### config.mk
export PLATFORM = sky130hd
export DESIGN_NAME = ram_cmd_arbiter
export DESIGN_NICKNAME = d
export VERILOG_FILES = /design/src/rtl/ram_cmd_arbiter.sv
export SDC_FILE = /design/constraint.sdc
export NUM_CORES = 1
export LEC_CHECK = 0
export ABC_CLOCK_PERIOD_IN_PS = 1800
export CAP_MARGIN = 40
export CORE_ASPECT_RATIO = 0.5
export CORE_UTILIZATION = 44
export CTS_CLUSTER_SIZE = 16
export DETAILED_ROUTE_END_ITERATION = 10
export PLACE_DENSITY = 0.81
export RECOVER_POWER = 25
export SLEW_MARGIN = 20
export SYNTH_ARGS = -nofsm -noshare
export SYNTH_HDL_FRONTEND = slang
export SYNTH_SLANG_ARGS = --single-unit
### constraint.sdc
create_clock -name clk -period 1.8 [get_ports clk]
set_clock_uncertainty 0.05 [all_clocks]
set_input_delay 0.36 -clock clk [delete_from_list [all_inputs] [get_ports clk]]
set_output_delay 0.36 -clock clk [all_outputs]
set_load 0.005 [all_outputs]
### src/rtl/ram_cmd_arbiter.sv
// Round-robin arbiter for two requesters that expands each transaction into the RAM's two-word command protocol.
// Defining RAM_ARB_TIMEOUT_EN adds a read timeout: after TIMEOUT_CYC wait cycles the read ends with rsp_err set.
//
// state | meaning
// IDLE  | arbitrate; req_ready asserted to the winner
// WADDR | write-address command on ram_din
// WDATA | write-data command on ram_din
// RADDR | read-address command on ram_din
// RCMD  | read-data command on ram_din
// RWAIT | waiting for ram_tx_valid (or timeout)
// RSP   | rsp_valid pulse to the owning requester
module ram_cmd_arbiter #(
   parameter int ADDR_W      = 8,
   parameter int DATA_W      = 8,
   parameter int TIMEOUT_CYC = 16
) (
   input  logic                clk,
   input  logic                rst,
   input  logic [1:0]          req_valid,
   input  logic [1:0]          req_we,
   input  logic [2*ADDR_W-1:0] req_addr,
   input  logic [2*DATA_W-1:0] req_wdata,
   output logic [1:0]          req_ready,
   output logic [1:0]          rsp_valid,
   output logic [DATA_W-1:0]   rsp_rdata,
   output logic                rsp_err,
   output logic [ADDR_W+1:0]   ram_din,
   output logic                ram_rx_valid,
   input  logic [DATA_W-1:0]   ram_dout,
   input  logic                ram_tx_valid
);

   if (ADDR_W != DATA_W) begin : g_width_chk
      $error("ram_cmd_arbiter: ADDR_W must equal DATA_W");
   end
   if (TIMEOUT_CYC < 1 || TIMEOUT_CYC > 255) begin : g_timeout_chk
      $error("ram_cmd_arbiter: TIMEOUT_CYC must be 1..255");
   end

   typedef enum logic [2:0] {IDLE, WADDR, WDATA, RADDR, RCMD, RWAIT, RSP} state_t;

   state_t            state;
   logic              last_gnt;
   logic              own;
   logic [DATA_W-1:0] cur_wdata;
   logic              gnt;
   logic              sel_we;
   logic [ADDR_W-1:0] sel_addr;
   logic [DATA_W-1:0] sel_wdata;

`ifdef RAM_ARB_TIMEOUT_EN
   localparam logic [7:0] WAIT_LAST = 8'(TIMEOUT_CYC - 1);
   logic [7:0] wait_cnt;
`endif

   always_comb begin
      gnt = 1'b0;
      if (req_valid == 2'b11) gnt = ~last_gnt;
      else if (req_valid[1])  gnt = 1'b1;
      sel_we    = gnt ? req_we[1] : req_we[0];
      sel_addr  = gnt ? req_addr[2*ADDR_W-1:ADDR_W] : req_addr[ADDR_W-1:0];
      sel_wdata = gnt ? req_wdata[2*DATA_W-1:DATA_W] : req_wdata[DATA_W-1:0];
      req_ready = 2'b00;
      // gated by rst so the acceptance pulse is also silent while reset is held
      if (state == IDLE && !rst && req_valid != 2'b00) req_ready = gnt ? 2'b10 : 2'b01;
   end

   always_ff @(posedge clk or posedge rst) begin
      if (rst) begin
         state        <= IDLE;
         last_gnt     <= 1'b1;
         own          <= 1'b0;
         cur_wdata    <= '0;
         rsp_valid    <= 2'b00;
         rsp_rdata    <= '0;
         rsp_err      <= 1'b0;
         ram_din      <= '0;
         ram_rx_valid <= 1'b0;
`ifdef RAM_ARB_TIMEOUT_EN
         wait_cnt     <= '0;
`endif
      end else begin
         case (state)
            IDLE: begin
               if (req_valid != 2'b00) begin
                  own          <= gnt;
                  last_gnt     <= gnt;
                  cur_wdata    <= sel_wdata;
                  ram_din      <= {(sel_we ? 2'b00 : 2'b10), sel_addr};
                  ram_rx_valid <= 1'b1;
                  state        <= sel_we ? WADDR : RADDR;
               end
            end
            WADDR: begin
               ram_din <= {2'b01, cur_wdata};
               state   <= WDATA;
            end
            WDATA: begin
               ram_din      <= '0;
               ram_rx_valid <= 1'b0;
               rsp_valid    <= {own, ~own};
               rsp_rdata    <= '0;
               rsp_err      <= 1'b0;
               state        <= RSP;
            end
            RADDR: begin
               ram_din <= {2'b11, {ADDR_W{1'b0}}};
               state   <= RCMD;
            end
            RCMD: begin
               ram_din      <= '0;
               ram_rx_valid <= 1'b0;
               state        <= RWAIT;
`ifdef RAM_ARB_TIMEOUT_EN
               wait_cnt     <= '0;
`endif
            end
            RWAIT: begin
               // data arriving on the timeout cycle still wins
               if (ram_tx_valid) begin
                  rsp_valid <= {own, ~own};
                  rsp_rdata <= ram_dout;
                  rsp_err   <= 1'b0;
                  state     <= RSP;
               end
`ifdef RAM_ARB_TIMEOUT_EN
               else if (wait_cnt == WAIT_LAST) begin
                  rsp_valid <= {own, ~own};
                  rsp_rdata <= '0;
                  rsp_err   <= 1'b1;
                  state     <= RSP;
               end else begin
                  wait_cnt <= wait_cnt + 8'd1;
               end
`endif
            end
            RSP: begin
               rsp_valid <= 2'b00;
               rsp_rdata <= '0;
               rsp_err   <= 1'b0;
               state     <= IDLE;
            end
            default: state <= IDLE;
         endcase
      end
   end

endmodule

Word-level counts from Yosys, hierarchy flattened
Index checks and enable logic that the tools add are counted.

$add $sub $neg: 0. Multiply operators: 0. Div/mod/pow operators: 0. $lt $le $gt $ge: 0. Equality and inequality tests: 9. Shift-type cells: 0. Multiplexer cells: 22. Bitwise operators: 2. Reductions and logical operators: 17.

Operators with widths (number): one-hot mux 10 bit (4 select lines) (1); 2-to-1 mux 8 bit (3); one-hot mux 3 bit (6 select lines) (1); one-hot mux 8 bit (2 select lines) (1); AND reduction 2 bit (6); 2-to-1 mux 10 bit (1); 2-to-1 mux 2 bit (5); == test 3 bit (second input constant) (3); == test 3 x 2 -> 1 bit (second input constant) (2); 2-to-1 mux 3 bit (2); one-hot mux 2 bit (3 select lines) (1); nonzero test 2 bit (3); 2-to-1 mux 1 bit (5); one-hot mux 1 bit (2 select lines) (2); nonzero test 4 bit (1); OR reduction 2 bit (2); == test 3 x 1 -> 1 bit (second input constant) (1); logical NOT 3 bit (1); nonzero test 3 bit (1); == test 2 bit (second input constant) (1); logical AND 1 bit (2); inequality test 2 x 1 -> 1 bit (second input constant) (1); inequality test 2 bit (second input constant) (1); inverter 1 bit (2); logical NOT 1 bit (1).

Register bits after elaboration: 35. Bits in latches: 0. Memory bits (writable): 0. Bits in read-only memories: 0. Bits of input ports: 47. Output and inout bits: 24. Word-level logic and storage cells: 59. Memories: 0.

Depth between registers and ports, before layout
Depth after elaboration: 6. Depth in mapped cells: 5. Gate-level depth less buffers: 4.

Least setup slack after synthesis
No wires, ideal clock.

Path kind: flip-flop to output port. Start: reg state[0]. End: out req_ready[0]. Arrival: 1.157 ns. Required time: 1.390 ns. Slack: 0.233 ns. Stages on the path, launching flop included: 3. Buffers on the path: 0. Path through: dfrtp_1 -> or3_4 -> nor4_1.

Word-level cells in the longest chain between the ends: 4.

Ends and longest elaborated chain: from (decl) (RTL line 42) `state_t state;`; from (signal assigned) (RTL line 91) `state <= sel_we ? WADDR : RADDR;`; logical NOT 3 bit (RTL line 65) `if (state == IDLE && !rst && req_valid != 2'b00) req_ready = gnt ? 2'b10 : 2'b01;`; logical AND 1 bit (2 in series) (RTL line 65); 2-to-1 mux 2 bit (RTL line 65); to (decl) (RTL line 23) `output logic [1:0] req_ready,`.

Every way passes these cells.

Worst setup path in the final report
Start: reg last_gnt. End: out req_ready[0].

Word-level cells in the longest chain between the ends: 4.

Ends and longest elaborated chain: from (decl) (RTL line 43) `logic last_gnt;`; from (signal assigned) (RTL line 87) `last_gnt <= gnt;`; inverter 1 bit (RTL line 58) `if (req_valid == 2'b11) gnt = ~last_gnt;`; 2-to-1 mux 1 bit (RTL line 58); 2-to-1 mux 2 bit (2 in series) (RTL line 65).

Every way passes these cells.

==> impl_metrics.toml <==
[hold_path]
hold_class = "flop to flop"
hold_start = "ram_din[0]"

[detailed_routing]
drtIter0Drc = 90
routedWlPerCell_um = 15.5
postRouteAntennaNets = 0
routed_wl_mm = 5.23
num_vias = 1843
drt-vias-per-instance = 5.47
detail_route.first_pass.iterations = 4
route.detailed.drc = 0

[logic_synthesis]
synth-adder-area-share = 0
synth_xor_area_frac = 0.00472
synth.mux.area_fraction = 0.0863
synth_compound_area_frac = 0.230
synth_top_area_frac = 0.445
ys_ff_latch = 34
syn_area_per_cell_um2 = 9.82
synth_top_family_by_area = "compound AO/OA/AOI/OAI gates"
synth_common_cells = "dfrtp_1 (33), nor2_1 (23), a21oi_1 (20)"
synth_cells = 189
synthArstFlopShare = 1.00
synth_edf_count = 0
ys_types = 37
ys.flop_type = "dfrtp_1"
yosys-top-cells-area = "dfrtp_1 (44%), mux2i_1 (8.6%), a21oi_1 (5.4%), nor2_1 (4.6%), o2bb2ai_1 (3.8%)"
yosys.area_share.simple = 0.154
synth_area_mm2 = 0.00186
synth.net_count = 236
synth.most_common_cell = "dfrtp_1"
synth.largest_area_cell = "dfrtp_1"
ys_warn_count = 0
yosysSeqAreaShare = 0.459

[setup_path]
slowest_stage = "dfstp_2"
rr_startpoint = "state[0]"
crit_path_max_fanout = 3
crit_required_ps = 1390
end_kind = "output port"
path_class = "flop to output port"
cp.depth = 4
r2r_cells = 10
arrival_ps = 1480
crit_chain = "a21boi_4 -> buf_6 -> nor4_4 -> buf_2"
cp_top_family = "flip-flops"
cpPeakStageDelay_ps = 560
crit_buf_inv = 2
crit_path_start_kind = "flop"
reg2reg_slack_ps = 20
startpoint = "last_gnt"
critPathCapture = "req_ready[0]"
reg2reg_to = "own"

[sta]
finalHoldViolations = 0
fin_ws_ps = -92.9
period_minus_slack_ps = 1890
fin_crit_sh = 1.05
worstMarginPinSlew_ps = 664
fmax_mhz = 528
slew_headroom = 0.557
hold_ws_ps = 450
final_max_slew_viol_count = 0
rsz0062_at_grt = "yes"
setup_viol = 2

[layout]
antenna_cells = 0
syn_to_final_growth_pct = 57.3
final_nets = 330
final-instance-count-excl-fill = 337
drive_gt1_frac = 0.184
fin_util = 0.737

[global_route]
grt_antenna_before_repair = 0
gr-total-overflow = 0
grt_max_degree = 23
grt_pass1_vias = 1747
grt.total_usage = 0.252
grt_pass1_wl_mm = 8.14

[die]
die_h_um = 47.9
start_util = 0.468
ios = 71
core_mm2 = 0.00396
rows = 16
die-area_mm2 = 0.00450
die_w_um = 93.9

[cts]
cts_buffer_depth = 2
cts_tree = "yes"
insertion_delay_ps = 290
cts_buffers = 5
cts_sinks = 34
cts.htree.levels = 2
clockRootBuffer = "clkbuf_8"
hold_buffers = 0
clk_pin_slew_ps = 70

[placed_design]
place_congestion = 0.791
port_buffers = 69
placed_cells = 313
hpwlAfterDp_mm = 3.40

[status]
status = "complete, but fails checks"
violations = "setup timing"

[flow_run]
maxCapViolations = 0

[power]
leakagePower_nw = 1.25
ir_drop_mv = 0.666
p_per_area_mw_per_mm2 = 1550
==> worst min-delay path by stage <==
stage	to	cells past startpoint	slack, ps
5_1_grt	rsp_rdata[2]	1	490
6_report	ram_din[0]	1	450
3_5_place_dp	ram_din[0]	1	440
3_3_place_gp	ram_din[0]	1	430
4_1_cts	ram_din[0]	1	460
2_1_floorplan	last_gnt	1	370
==> stage by stage <==
| step | area (um2) | setup slack (ps) | power, mW | setup TNS (ps) |
|---|---|---|---|---|
| 2_1_floorplan | 1860 | 233 | 2.68 | 0 |
| 3_3_place_gp | 2640 | -508 | 3.46 | -4120 |
| 3_5_place_dp | 2640 | -561 | 3.57 | -5230 |
| 4_1_cts | 2850 | -66.5 | 4.35 | -66.5 |
| 5_1_grt | 2920 | -129 | 4.86 | -562 |
| 6_report | 2920 | -92.9 | 4.53 | -98.5 |
==> area by class of cell <==
cell class | count | area [um2]
inverters | 7 | 26.3
fillers | 284 | 1040
clock buffers | 5 | 68.8
multi-input cells | 135 | 923
clock inverters | 2 | 10.0
repair buffers | 100 | 972
well taps | 54 | 67.6
flip-flops and latches | 34 | 852
==> cells by family (layout without fill, tap and decap cells) <==
family                    Yosys count  in the layout
xor gates and xnor gates            1              1
DFF                                34             34
other                               1              1
and+or+nand+nor                    54             54
muxes                              16             16
AOI/OAI and AO/OA                  63             63
buffers and inverters              20            114
==> sequential cells by signal, indices dropped and copies added (netlist names) <==
register and cells:
cur_wdata 8, last_gnt 1, own 1, ram_din 10, ram_rx_valid 1, rsp_rdata 8, rsp_valid 2, state 3
==> power by group <==
group / leakage [nW] / total [mW] / internal, mW / switching, mW
combinational: 0.791 / 2.66 / 1.44 / 1.21
clock: 0.0438 / 0.531 / 0.259 / 0.272
sequential: 0.412 / 1.34 / 1.12 / 0.221
==> worst register-to-register path: stages, from the launching register on <==
cell and delay [ps]:
dfrtp_1 410, buf_12 150, nor3_4 210, nand2_2 110, buf_6 120, buf_4 120, buf_4 130, buf_4 120
buf_4 120, buf_4 120, o21ai_2 50
==> cell usage in the layout, fill, tap and decap left out, types with 2 or more instances in the layout <==
cell type / netlist / final
a21oi_1: 20 / 20
a21oi_2: 2 / 2
a221oi_1: 3 / 3
a2bb2oi_1: 7 / 7
a31oi_1: 11 / 11
and2_1: 2 / 2
buf_12: 0 / 2
buf_2: 5 / 2
buf_4: 5 / 23
buf_6: 1 / 4
clkbuf_8: 0 / 5
clkdlybuf4s50_1: 0 / 65
clkinv_2: 0 / 2
dfrtp_1: 33 / 33
dlygate4sd2_1: 0 / 2
inv_1: 7 / 7
mux2i_1: 16 / 16
nand2_1: 5 / 4
nand2b_1: 2 / 2
nand3_1: 2 / 2
nor2_1: 23 / 22
nor2_2: 2 / 3
nor2b_1: 11 / 11
nor3_1: 2 / 2
o21a_1: 2 / 2
o21ai_0: 5 / 4
o2bb2ai_1: 8 / 8
==> layer usage <==
| layer | routed length (um) | vias to the layer above | global-route usage |
|---|---|---|---|
| li1 | - | 869 | - |
| met1 | 2160 | 898 | 0.277 |
| met2 | 2630 | 62 | 0.472 |
| met3 | 310 | 14 | 0.0841 |
| met4 | 133 | 0 | 0.108 |
| met5 | 0 | - | 0 |
==> timing repair <==
item,CTS,global route
setup endpoints to repair,9,5
gates cloned,1,0
buffers inserted,8,9
pin swaps,4,3
gates resized for setup,19,9
Note: power is estimated with default switching activity, not from simulation.
